$ cat src/rtl/led_scan_pkg.sv
// Shared types and glyph decoding for the multiplexed 7-segment display path.
// Glyphs are active-high, bit0 = segment A ... bit6 = segment G.
package led_scan_pkg;

  typedef logic [6:0] seg_t;

  typedef enum logic {GAP, ON} state_e;

  localparam seg_t GLYPH_0     = 7'h3F;
  localparam seg_t GLYPH_1     = 7'h06;
  localparam seg_t GLYPH_2     = 7'h5B;
  localparam seg_t GLYPH_3     = 7'h4F;
  localparam seg_t GLYPH_4     = 7'h66;
  localparam seg_t GLYPH_5     = 7'h6D;
  localparam seg_t GLYPH_6     = 7'h7D;
  localparam seg_t GLYPH_7     = 7'h07;
  localparam seg_t GLYPH_8     = 7'h7F;
  localparam seg_t GLYPH_9     = 7'h6F;
  localparam seg_t GLYPH_A     = 7'h77;
  localparam seg_t GLYPH_B     = 7'h7C;
  localparam seg_t GLYPH_C     = 7'h39;
  localparam seg_t GLYPH_D     = 7'h5E;
  localparam seg_t GLYPH_E     = 7'h79;
  localparam seg_t GLYPH_F     = 7'h71;
  localparam seg_t GLYPH_DASH  = 7'h40;
  localparam seg_t GLYPH_BLANK = 7'h00;

  function automatic seg_t hex_glyph(input logic [3:0] nib);
    seg_t seg;
    case (nib)
      4'h0: seg = GLYPH_0;
      4'h1: seg = GLYPH_1;
      4'h2: seg = GLYPH_2;
      4'h3: seg = GLYPH_3;
      4'h4: seg = GLYPH_4;
      4'h5: seg = GLYPH_5;
      4'h6: seg = GLYPH_6;
      4'h7: seg = GLYPH_7;
      4'h8: seg = GLYPH_8;
      4'h9: seg = GLYPH_9;
      4'hA: seg = GLYPH_A;
      4'hB: seg = GLYPH_B;
      4'hC: seg = GLYPH_C;
      4'hD: seg = GLYPH_D;
      4'hE: seg = GLYPH_E;
      default: seg = GLYPH_F;
    endcase
    return seg;
  endfunction

  // ASCII: '0'-'9' keep their value in the low nibble; 'A'-'F'/'a'-'f' have
  // low nibble 1..6, so adding 9 maps them onto 10..15.
  function automatic seg_t char_to_seg(input logic [7:0] ch, input logic hex_mode);
    seg_t seg;
    seg = GLYPH_BLANK;
    if (hex_mode) begin
      seg = hex_glyph(ch[3:0]);
    end else if (ch >= 8'h30 && ch <= 8'h39) begin
      seg = hex_glyph(ch[3:0]);
    end else if ((ch >= 8'h41 && ch <= 8'h46) || (ch >= 8'h61 && ch <= 8'h66)) begin
      seg = hex_glyph(ch[3:0] + 4'd9);
    end else if (ch == 8'h2D) begin
      seg = GLYPH_DASH;
    end
    return seg;
  endfunction

endpackage

$ cat src/rtl/led_scan_ctrl_if.sv
// Register-block-to-display bus for led_scan_ctrl.
// Optional blink_i exists only when LED_SCAN_BLINK_EN is defined.
interface led_scan_ctrl_if #(
  parameter int N_DIGITS = 4,
  parameter int BRIGHT_W = 4
);
  import led_scan_pkg::*;

  logic [8*N_DIGITS-1:0] digits_i;
  logic [N_DIGITS-1:0]   dp_i;
  logic                  mode_i;
  logic [BRIGHT_W-1:0]   brightness_i;
  logic                  blank_i;
`ifdef LED_SCAN_BLINK_EN
  logic [N_DIGITS-1:0]   blink_i;
`endif
  seg_t                  seg_o;
  logic                  dp_o;
  logic [N_DIGITS-1:0]   digit_en_o;
  logic                  frame_o;

  modport master (
    output digits_i, dp_i, mode_i, brightness_i, blank_i,
`ifdef LED_SCAN_BLINK_EN
    output blink_i,
`endif
    input  seg_o, dp_o, digit_en_o, frame_o
  );

  modport slave (
    input  digits_i, dp_i, mode_i, brightness_i, blank_i,
`ifdef LED_SCAN_BLINK_EN
    input  blink_i,
`endif
    output seg_o, dp_o, digit_en_o, frame_o
  );

endinterface

$ cat src/rtl/led_seg_decode.sv
// Combinational character-to-segment decoder (active-high glyph out).
module led_seg_decode
  import led_scan_pkg::*;
(
  input  logic [7:0] char_i,
  input  logic       mode_i,
  output seg_t       seg_o
);

  assign seg_o = char_to_seg(char_i, mode_i);

endmodule

$ cat src/rtl/led_scan_ctrl.sv
// Multiplexed 7-segment scanner: per-slot blank gap, PWM brightness,
// frame-consistent input snapshot, registered polarity-adjusted outputs.
// Optional blinking is enabled by defining LED_SCAN_BLINK_EN.
module led_scan_ctrl
  import led_scan_pkg::*;
#(
  parameter int N_DIGITS    = 4,
  parameter int REFRESH_DIV = 5000,
  parameter int GAP_CYCLES  = 8,
  parameter int BRIGHT_W    = 4,
  parameter bit SEG_ACT_LOW = 1'b1,
  parameter bit EN_ACT_LOW  = 1'b0
`ifdef LED_SCAN_BLINK_EN
  , parameter int BLINK_FRAMES = 64
`endif
) (
  input logic              clk,
  input logic              rst_n,
  led_scan_ctrl_if.slave   bus
);

  localparam int CTR_W  = (REFRESH_DIV > 1) ? $clog2(REFRESH_DIV) : 1;
  localparam int SLOT_W = (N_DIGITS > 1) ? $clog2(N_DIGITS) : 1;
  localparam logic [CTR_W-1:0]  CTR_LAST  = CTR_W'(REFRESH_DIV - 1);
  localparam logic [CTR_W-1:0]  GAP_LAST  = CTR_W'(GAP_CYCLES - 1);
  localparam logic [SLOT_W-1:0] SLOT_LAST = SLOT_W'(N_DIGITS - 1);

  if (N_DIGITS < 1 || N_DIGITS > 16 || GAP_CYCLES < 1 ||
      REFRESH_DIV <= GAP_CYCLES || REFRESH_DIV < (1 << BRIGHT_W)) begin : g_param_check
    $error("led_scan_ctrl: illegal N_DIGITS/REFRESH_DIV/GAP_CYCLES/BRIGHT_W combination");
  end

  state_e                state_q, state_d;
  logic [CTR_W-1:0]      ctr_q, ctr_d;
  logic [SLOT_W-1:0]     slot_q, slot_d;
  logic                  first_q;

  logic [8*N_DIGITS-1:0] shadow_digits_q;
  logic [N_DIGITS-1:0]   shadow_dp_q;
  logic                  shadow_mode_q;

  seg_t                  seg_q;
  logic                  dp_q;
  logic [N_DIGITS-1:0]   en_q;
  logic                  frame_q;

  logic                  ctr_term, frame_wrap, snap, pwm_on, lit, blink_ok;
  logic [N_DIGITS-1:0]   en_act;
  logic [7:0]            cur_char;
  seg_t                  seg_dec;

  // Slot counter, sub-slot counter and scan FSM state.
  always_ff @(posedge clk) begin
    // NOTE: sequential state uses <= so every register sees pre-edge values.
    if (!rst_n) begin
      ctr_q   <= '0;
      slot_q  <= '0;
      state_q <= GAP;
      first_q <= 1'b1;
    end else begin
      ctr_q   <= ctr_d;
      slot_q  <= slot_d;
      state_q <= state_d;
      first_q <= 1'b0;
    end
  end

  // Next-state for counters and FSM, plus the active-high lit decision.
  always_comb begin
    // NOTE: every signal gets a default first so no path can infer a latch.
    ctr_d      = ctr_q + 1'b1;
    slot_d     = slot_q;
    state_d    = state_q;
    ctr_term   = (ctr_q == CTR_LAST);
    frame_wrap = ctr_term && (slot_q == SLOT_LAST);
    if (ctr_term) begin
      ctr_d  = '0;
      slot_d = (slot_q == SLOT_LAST) ? '0 : slot_q + 1'b1;
    end
    case (state_q)
      GAP: if (ctr_q == GAP_LAST) state_d = ON;
      ON:  if (ctr_term)          state_d = GAP;
    endcase
    snap   = first_q || frame_wrap;
    pwm_on = (&bus.brightness_i) || (bus.brightness_i > ctr_q[BRIGHT_W-1:0]);
    lit    = (state_q == ON) && pwm_on && !bus.blank_i && blink_ok;
    en_act = lit ? (N_DIGITS'(1) << slot_q) : '0;
  end

`ifdef LED_SCAN_BLINK_EN
  localparam int BF_W = (BLINK_FRAMES > 1) ? $clog2(BLINK_FRAMES) : 1;
  logic [BF_W-1:0]     blink_cnt_q;
  logic                blink_off_q;
  logic [N_DIGITS-1:0] shadow_blink_q;

  // Frame counter toggling the blink phase; phase 1 forces blinking digits off.
  always_ff @(posedge clk) begin
    if (!rst_n) begin
      blink_cnt_q    <= '0;
      blink_off_q    <= 1'b0;
      shadow_blink_q <= '0;
    end else begin
      if (snap) shadow_blink_q <= bus.blink_i;
      if (frame_wrap) begin
        if (blink_cnt_q == BF_W'(BLINK_FRAMES - 1)) begin
          blink_cnt_q <= '0;
          blink_off_q <= ~blink_off_q;
        end else begin
          blink_cnt_q <= blink_cnt_q + 1'b1;
        end
      end
    end
  end

  assign blink_ok = !(blink_off_q && shadow_blink_q[slot_q]);
`else
  assign blink_ok = 1'b1;
`endif

  // Frame snapshot of the character, decimal-point and mode inputs.
  always_ff @(posedge clk) begin
    // NOTE: the shadow copy is reset to spaces because it drives the pins
    // straight after reset; a pure data store would not need a reset.
    if (!rst_n) begin
      shadow_digits_q <= {N_DIGITS{8'h20}};
      shadow_dp_q     <= '0;
      shadow_mode_q   <= 1'b0;
    end else if (snap) begin
      shadow_digits_q <= bus.digits_i;
      shadow_dp_q     <= bus.dp_i;
      shadow_mode_q   <= bus.mode_i;
    end
  end

  assign cur_char = shadow_digits_q[8*slot_q +: 8];

  led_seg_decode u_decode (
    .char_i (cur_char),
    .mode_i (shadow_mode_q),
    .seg_o  (seg_dec)
  );

  // Output registers; pin polarity is applied here and nowhere else.
  always_ff @(posedge clk) begin
    if (!rst_n) begin
      seg_q   <= {7{SEG_ACT_LOW}};
      dp_q    <= SEG_ACT_LOW;
      en_q    <= {N_DIGITS{EN_ACT_LOW}};
      frame_q <= 1'b0;
    end else begin
      seg_q   <= seg_dec ^ {7{SEG_ACT_LOW}};
      dp_q    <= shadow_dp_q[slot_q] ^ SEG_ACT_LOW;
      en_q    <= en_act ^ {N_DIGITS{EN_ACT_LOW}};
      frame_q <= snap;
    end
  end

  assign bus.seg_o      = seg_q;
  assign bus.dp_o       = dp_q;
  assign bus.digit_en_o = en_q;
  assign bus.frame_o    = frame_q;

endmodule

$ cat src/flat_wrapper.sv
// flat-port wrapper written by rule: the top's interface ports become plain ports
module led_scan_ctrl_flat import led_scan_pkg::*;
#(
  parameter int N_DIGITS    = 4,
  parameter int REFRESH_DIV = 5000,
  parameter int GAP_CYCLES  = 8,
  parameter int BRIGHT_W    = 4,
  parameter bit SEG_ACT_LOW = 1'b1,
  parameter bit EN_ACT_LOW  = 1'b0

)
  (clk, rst_n, bus_digits_i, bus_dp_i, bus_mode_i, bus_brightness_i, bus_blank_i, bus_seg_o, bus_dp_o, bus_digit_en_o, bus_frame_o);
  led_scan_ctrl_if #(.N_DIGITS(N_DIGITS), .BRIGHT_W(BRIGHT_W)) bus_i ();
  input logic clk;
  input logic rst_n;
  input wire logic [$bits(bus_i.digits_i)-1:0] bus_digits_i;
  input wire logic [$bits(bus_i.dp_i)-1:0] bus_dp_i;
  input wire logic [$bits(bus_i.mode_i)-1:0] bus_mode_i;
  input wire logic [$bits(bus_i.brightness_i)-1:0] bus_brightness_i;
  input wire logic [$bits(bus_i.blank_i)-1:0] bus_blank_i;
  output wire logic [$bits(bus_i.seg_o)-1:0] bus_seg_o;
  output wire logic [$bits(bus_i.dp_o)-1:0] bus_dp_o;
  output wire logic [$bits(bus_i.digit_en_o)-1:0] bus_digit_en_o;
  output wire logic [$bits(bus_i.frame_o)-1:0] bus_frame_o;
  assign bus_i.digits_i = bus_digits_i;
  assign bus_i.dp_i = bus_dp_i;
  assign bus_i.mode_i = bus_mode_i;
  assign bus_i.brightness_i = bus_brightness_i;
  assign bus_i.blank_i = bus_blank_i;
  assign bus_seg_o = bus_i.seg_o;
  assign bus_dp_o = bus_i.dp_o;
  assign bus_digit_en_o = bus_i.digit_en_o;
  assign bus_frame_o = bus_i.frame_o;
  led_scan_ctrl #(.N_DIGITS(N_DIGITS), .REFRESH_DIV(REFRESH_DIV), .GAP_CYCLES(GAP_CYCLES), .BRIGHT_W(BRIGHT_W), .SEG_ACT_LOW(SEG_ACT_LOW), .EN_ACT_LOW(EN_ACT_LOW)) u_core (.clk(clk), .rst_n(rst_n), .bus(bus_i));
endmodule
$ cat config.mk
export PLATFORM = sky130hd
export DESIGN_NAME = led_scan_ctrl_flat
export DESIGN_NICKNAME = d
export VERILOG_FILES = /design/src/rtl/led_scan_pkg.sv /design/src/rtl/led_scan_ctrl_if.sv /design/src/rtl/led_seg_decode.sv /design/src/rtl/led_scan_ctrl.sv /design/src/flat_wrapper.sv
export SDC_FILE = /design/constraint.sdc
export NUM_CORES = 1
export LEC_CHECK = 0
export CAP_MARGIN = 20
export CORE_MARGIN = 3
export CORE_UTILIZATION = 34
export DETAILED_ROUTE_END_ITERATION = 10
export PLACE_DENSITY_LB_ADDON = 0.2
export SETUP_SLACK_MARGIN = 0.15
export SYNTH_ARGS = -nofsm -noshare
export SYNTH_HDL_FRONTEND = slang
export SYNTH_SLANG_ARGS = --single-unit
$ cat constraint.sdc
create_clock -name clk -period 6 [get_ports clk]
set_input_delay 0.6 -clock clk [delete_from_list [all_inputs] [get_ports clk]]
set_output_delay 0.6 -clock clk [all_outputs]
set_load 0.02 [all_outputs]
==> run summary, run 1 <==
Max-slew headroom: 43.8%
register bit total from synthesis: 67
Initial Util: 35.7%
First DRT Iteration DRCs: 117
gr ovfl total: 0
highest cell delay on the worst timing path: 0.88 ns
RSZ-0062 raised after global routing: false
Slew @ Worst Pin: 0.842 ns
maxcap violations: 0
clock latency on the worst-skew pair: 0.34 ns
die height: 105 um
CP Data Required Time: 6.26 ns
Critical-path top delay cell: dfxtp_1
CP delay by family, top: adder cells
min Tclk post-route: 3.60 ns
share of cells above drive strength 1: 7.28%
Netlist cell types: 57
setup_tns: 0 ns
Syn. warnings: 0
Seq/Total Area, Yosys: 39.9%
top-area cell type share of the netlist area: 39.9%
postcts setup bufs: 0
DR vias/cell: 4.98
Avg Cell Area, Syn: 8.38 um2
global placement routability congestion: 0.914
vias in the first global route: 2765
Core Area: 0.00942 mm2
status: complete, no violations
via count: 2897
Critical Path End Type: register
Rows: 35
total track usage: 14.9%
DR WL/cell: 13.6 um
Power Density: 244 mW/mm2
clock-pin transition on the worst setup and hold timing paths: 0.07 ns
Syn Std Cell Area: 0.00336 mm2
Critical Path AT: 3.85 ns
VDD IR max: 121 uV
Worst setup SP type: register
DR pass1 iterations: 4
most frequent CP cell: ha_1
largest net degree at the start of global routing: 39
top_reg_cell synth: dfxtp_1
fmax: 278 MHz
Total Power: 1.04 mW
Syn Inst Count: 401
number of synthesized flops with an enable pin: 0
IO Pins: 57
Num CTS Buffers: 9
DP HPWL: 5790 um
port bufs: 56
endpoints failing hold: 0
Die ar.: 0.0111 mm2
first-pass GRT wire length: 13500 um
CTS tree: yes
chip width: 105 um
syn nets: 459
hold_buf cts: 0
final worst clock skew: 0.00815 ns
H-tree level count: 3
Worst Path Buf+Inv: 0
initial antenna violation count: 0
crit-path cells: mux4_2 > ha_1 > ha_1 > xnor3_1 > nor2b_1 > o311a_1 > o21ai_1
ant diodes: 0
Post-Route WL: 7890 um
post-CTS resize count: 0
clock tree sinks: 67
Root Driver: clkbuf_8
Synth area leader: dfxtp_1
CP Max Fanout: 17
Final period util: 60.0%
number of antenna-violating nets in the routed design: 0
crit path kind: reg2reg
ys async rst share: 0%
final max-slew violation count: 0
Synth area leaders: dfxtp_1 40%, nand2_1 11%, mux4_2 6.7%, a21oi_1 6.4%, ha_1 5.2%
path type of the worst min-delay path: reg2reg
final setup violation count: 0
Synth-to-Final Area Change: 26.1%
DRC violations left: 0
P_leak: 1.62 nW
Nets: 506
Bufs on Longest Clock Path: 2
-- synthesized netlist by cell type, types with 2 or more instances --
master    count
nor3_1        7
o21ai_1       2
inv_1        12
nor2_1       36
and3_1        4
a21oi_1      43
nand3_1      12
o21a_1        2
xnor2_1       6
o21ai_0       3
nand4_1       4
and3b_1       3
ha_1         14
nand2_1      96
mux2i_1       5
nand2b_1      3
nor2b_1       5
mux4_2       10
dfxtp_1      67
a31oi_1       4
clkbuf_1     18
a221oi_1      2
a32oi_1       3
buf_6         2
xor2_1        6
-- cells by family (layout without fill, tap and decap cells) --
logic type,count (synthesis),count (layout),share of synthesized area [%]
DFF,67,67,39.9
xor gates and xnor gates,14,14,4.61
buffers and inverters,36,88,4.61
and+or+nand+nor,178,178,23.1
muxes,16,16,8.52
AOI/OAI and AO/OA,76,76,14.0
adders and majority gates,14,14,5.21
-- cells in the final DEF, fill, tap and decap left out, types with 2 or more instances in the layout --
cell type,instances
nor2_1,36
nor2b_1,5
o21a_1,2
inv_1,12
xnor2_1,6
buf_4,2
a32oi_1,3
a221oi_1,2
and3b_1,3
o21ai_0,3
o21ai_1,2
nor3_1,7
a31oi_1,4
clkinvlp_4,2
clkdlybuf4s50_1,56
nand3_1,12
and3_1,4
nand4_1,4
bufinv_16,2
nand2b_1,3
mux4_2,10
nand2_1,96
ha_1,14
clkbuf_8,9
xor2_1,6
a21oi_1,42
mux2i_1,5
dfxtp_1,67
-- power by group --
group	total, mW	switching [mW]	leakage (nW)	internal [mW]
Sequential	0.476	0.0115	0.550	0.465
Combinational	0.149	0.0744	0.964	0.0742
Clock	0.411	0.176	0.103	0.235
-- worst min-delay path: stages, from the launching register on --
cell and delay (ns):
dfxtp_1 0.31, nand2_1 0.05, a21oi_1 0.05
-- state kept, by name, summed over array words and instances, names as in the netlist --
name                    flops
u_core.shadow_mode_q        1
u_core.shadow_dp_q          4
u_core.bus.dp_o             1
u_core.first_q              1
u_core.ctr_q               13
u_core.bus.frame_o          1
u_core.slot_q               2
u_core.state_q              1
u_core.shadow_digits_q     32
u_core.bus.digit_en_o       4
u_core.bus.seg_o            7
-- layout make-up --
cell class / instances / area [um2]
Fill cell: 918 / 5170
Multi-Input combinational cell: 298 / 1870
Sequential cell: 67 / 1340
Timing Repair Buffer: 59 / 603
Tap cell: 129 / 161
Clock buffer: 10 / 128
Clock inverter: 6 / 88.8
Inverter: 13 / 48.8
-- stage by stage --
| step | setup WS [ns] | utilization [%] | std cells | hold slack, ns | instance area (um2) |
|---|---|---|---|---|---|
| 3_5_place_dp | 2.39 | 42.4 | 565 | 0.444 | 4000 |
| 3_3_place_gp | 2.50 | 42.4 | 565 | 0.440 | 4000 |
| 5_1_grt | 2.15 | 45.0 | 582 | 0.476 | 4240 |
| 4_1_cts | 2.36 | 44.7 | 581 | 0.454 | 4210 |
| 2_1_floorplan | 3.37 | - | 401 | 0.429 | 3360 |
| 6_report | 2.40 | 45.0 | 582 | 0.450 | 4240 |
-- layer usage --
| metal | share of wire (%) | track usage [%] |
|---|---|---|
| met5 | 0 | 0 |
| met4 | 1.1 | 5.15 |
| met3 | 3.6 | 3.49 |
| met2 | 44 | 21.3 |
| met1 | 51 | 21.9 |
-- worst paths after layout --
check                         from                    end  slack [ns]  cells after the start
min          u_core.shadow_dp_q[0]  u_core.shadow_dp_q[0]        0.45                      2
max reg2reg       u_core.slot_q[0]    u_core.bus.seg_o[0]        2.40                      7
min reg2reg  u_core.shadow_dp_q[0]  u_core.shadow_dp_q[0]        0.45                      2
max               u_core.slot_q[0]    u_core.bus.seg_o[0]        2.40                      7
Power figures use the tool's default switching activity.
==> run 2: changes to the inputs <==
clock period = 2.94 ns   (was 6 ns; I/O delays follow)
==> run 2 against run 1 <==
Against the previous run: routed wire length is 3.5% higher; core utilization is 1.1 points higher; worst setup slack worse by 2.1 ns; clock-buffer cell count is 1 lower; sequential power is 100% higher; final cell count is 1.5% higher; flip-flop and latch count stayed put; first-iteration DRC count is 3.4% higher; via count is 1.8% higher; power is 110% higher; critical path type unchanged; critical endpoint is now u_core.bus.seg_o[1].
==> run summary, run 2 (synthesis gave the netlist of run 1 again) <==
worst setup path end: u_core.bus.seg_o[1]
crit path kind: reg2reg
gr ovfl total: 0 (unchanged)
first-pass GRT wire length: 13600 um (+0.51%)
total track usage: 15.0% (+0.081 points)
r2r setup slk: 0.28 ns (-2.12 ns)
Num CTS Buffers: 9 (unchanged)
hold_buf cts: 0 (unchanged)
crit-path cells: buf_4 > mux4_2 > or4b_1 > a31oi_1 > o221a_2 > o2111a_1 > a22oi_1
max FFs per register: 32 (unchanged)
Core Area: 0.00942 mm2 (unchanged)
Final period util: 90.3% (+30 points)
ant diodes: 0 (unchanged)
DRC violations left: 0 (unchanged)
most frequent cells in the layout: 96 x nand2_1, 66 x dfxtp_1, 56 x clkdlybuf4s50_1
Power Density: 494 mW/mm2 (+100%)
vias in the first global route: 2766 (+0.036%)
maxcap violations: 0 (unchanged)
path type of the worst min-delay path: reg2reg
port bufs: 56 (unchanged)
DP HPWL: 6020 um (+4.0%)
Nets: 515 (+1.8%)
IO Pins: 57 (unchanged)
setup_tns: 0 ns (unchanged)
Die ar.: 0.0111 mm2 (unchanged)
clock latency on the worst-skew pair: 0.34 ns (about the same)
via count: 2948 (+1.8%)
First DRT Iteration DRCs: 121 (+3.4%)
Bufs on Longest Clock Path: 2 (unchanged)
Area after DPL: 0.00407 mm2 (+1.8%)
fmax: 377 MHz (+36%)
VDD IR max: 229 uV (+89%)
Critical Path AT: 2.88 ns (-0.97 ns)
number of antenna-violating nets in the routed design: 0 (unchanged)
Slew @ Worst Pin: 0.505 ns (-0.337 ns)
filler instances: 941 (+2.5%)
Worst Reg-to-Reg Cells: 7 (unchanged)
Post-Route WL: 8170 um (+3.5%)
Initial Util: 35.7% (unchanged)
share of cells above drive strength 1: 9.74% (+2.5 points)
H-tree level count: 3 (unchanged)
RSZ-0062 raised after global routing: false
most common cell after layout, fill and taps aside: nand2_1
CP Max Fanout: 14 (-3)
flip-flop and latch area: 0.00134 mm2 (about the same)
P_leak: 1.67 nW (+3.3%)
clock tree sinks: 67 (unchanged)
CTS tree: yes
CP Data Required Time: 3.16 ns (-3.10 ns)
Root Driver: clkbuf_8
multi-input logic area: 0.00191 mm2 (+2.1%)
worst reg2reg startpoint: u_core.slot_q[0]
initial antenna violation count: 0 (unchanged)
highest cell delay on the worst timing path: 0.61 ns (-0.27 ns)
final max-slew violation count: 0 (unchanged)
endpoints failing hold: 0 (unchanged)
Largest Register: u_core.shadow_digits_q
DR WL/cell: 13.8 um (+1.9%)
chip width: 105 um (unchanged)
Critical-path top delay cell: mux4_2
CP startpoint: u_core.slot_q[0]
die height: 105 um (unchanged)
Critical Path End Type: register
status: complete, no violations
Worst setup SP type: register
global placement routability congestion: 0.918 (+0.43%)
DR pass1 iterations: 4 (unchanged)
Worst R2R End: u_core.bus.seg_o[1]
clock-pin transition on the worst setup and hold timing paths: 0.08 ns (about the same)
DR vias/cell: 4.99 (+0.21%)
final worst clock skew: 0.0105 ns (+0.00234 ns)
Synth-to-Final Area Change: 29.1%
Max-slew headroom: 66.2% (+22 points)
min Tclk post-route: 2.66 ns (-0.943 ns)
final setup violation count: 0 (unchanged)
Rows: 35 (unchanged)
largest net degree at the start of global routing: 40 (+2.6%)
Finished Cell Area: 0.00434 mm2 (+2.4%)
run 2: cell count changes in the layout (fill, tap and decap cells not counted):
cell / before / now
clkinv_4: 0 / 2
a2111oi_2: 0 / 1
buf_4: 2 / 10
buf_12: 0 / 1
dfxtp_1: 67 / 66
a31oi_2: 0 / 1
clkinv_2: 1 / 0
mux4_1: 0 / 1
clkbuf_1: 1 / 0
dfxtp_2: 0 / 1
a31oi_1: 4 / 3
buf_16: 1 / 0
a2111oi_0: 1 / 0
run 2: final cells by class:
type / count / share of cell area [%]
sequential: 67 / 30.9
clock inverter: 7 / 2.33
clock buffer: 9 / 2.85
tap: 129 / 3.72
timing repair buffer: 67 / 15.1
multi-input combinational: 299 / 43.9
inverter: 13 / 1.12
run 2: how the worst min path moves through the flow:
stage                                from                    endpoint  slack [ns]  cells after the start
2_1_floorplan                       rst_n         u_core.bus.seg_o[1]        0.41                      1
3_3_place_gp    u_core.shadow_digits_q[6]   u_core.shadow_digits_q[6]        0.44                      2
3_5_place_dp        u_core.shadow_dp_q[2]       u_core.shadow_dp_q[2]        0.44                      2
4_1_cts             u_core.shadow_dp_q[2]       u_core.shadow_dp_q[2]        0.45                      2
5_1_grt        u_core.shadow_digits_q[23]  u_core.shadow_digits_q[23]        0.47                      2
6_report            u_core.shadow_dp_q[2]       u_core.shadow_dp_q[2]        0.45                      2
run 2: repair_timing:
| item | 4_1_cts | 5_1_grt |
|---|---|---|
| endpoints found under the setup margin | 1 | 7 |
| resized for setup | 1 | 3 |
| gates cloned | 0 | 1 |
| buffers inserted | 0 | 1 |
run 2: metrics by stage:
stage,setup slack (ns),total power [mW],util (%),hold WS [ns],std cells
2_1_floorplan,0.311,1.17,-,0.407,401
3_3_place_gp,0.135,1.30,43.2,0.439,573
3_5_place_dp,0.130,1.30,43.2,0.444,573
4_1_cts,0.191,2.16,45.6,0.453,589
5_1_grt,0.163,2.26,46.1,0.470,591
6_report,0.285,2.15,46.1,0.452,591
run 2: per-layer routing:
| layer | vias up | global-route usage, % | routed length, um | share of wire (%) |
|---|---|---|---|---|
| li1 | 1506 | - | - | - |
| met1 | 1370 | 21.9 | 4120 | 50 |
| met2 | 65 | 21.9 | 3600 | 44 |
| met3 | 7 | 3.25 | 360 | 4.4 |
| met4 | 0 | 4.97 | 85 | 1.0 |
| met5 | - | 0 | 0 | 0 |
run 2: critical path, delay by kind of cell, from the launching register on:
kind,cells,cell delay (ns)
AND/OR/NAND/NOR,1,0.54
buffers and inverters,1,0.26
AO/OA/AOI/OAI,4,0.72
flip-flops,1,0.42
multiplexers,1,0.61
run 2: where the power goes:
group | leakage (nW) | switching [mW] | internal, mW | total [mW]
clock network | 0.106 | 0.378 | 0.483 | 0.861
registers | 0.550 | 0.0260 | 0.948 | 0.974
logic | 1.01 | 0.153 | 0.157 | 0.311
total | 1.67 | 0.557 | 1.59 | 2.15
==> run 3: changes to the inputs <==
HOLD_SLACK_MARGIN = 0.12   (was not set)
==> results of run 3 <==
Same layout as run 2: the final DEF is identical, and so are final timing and power.
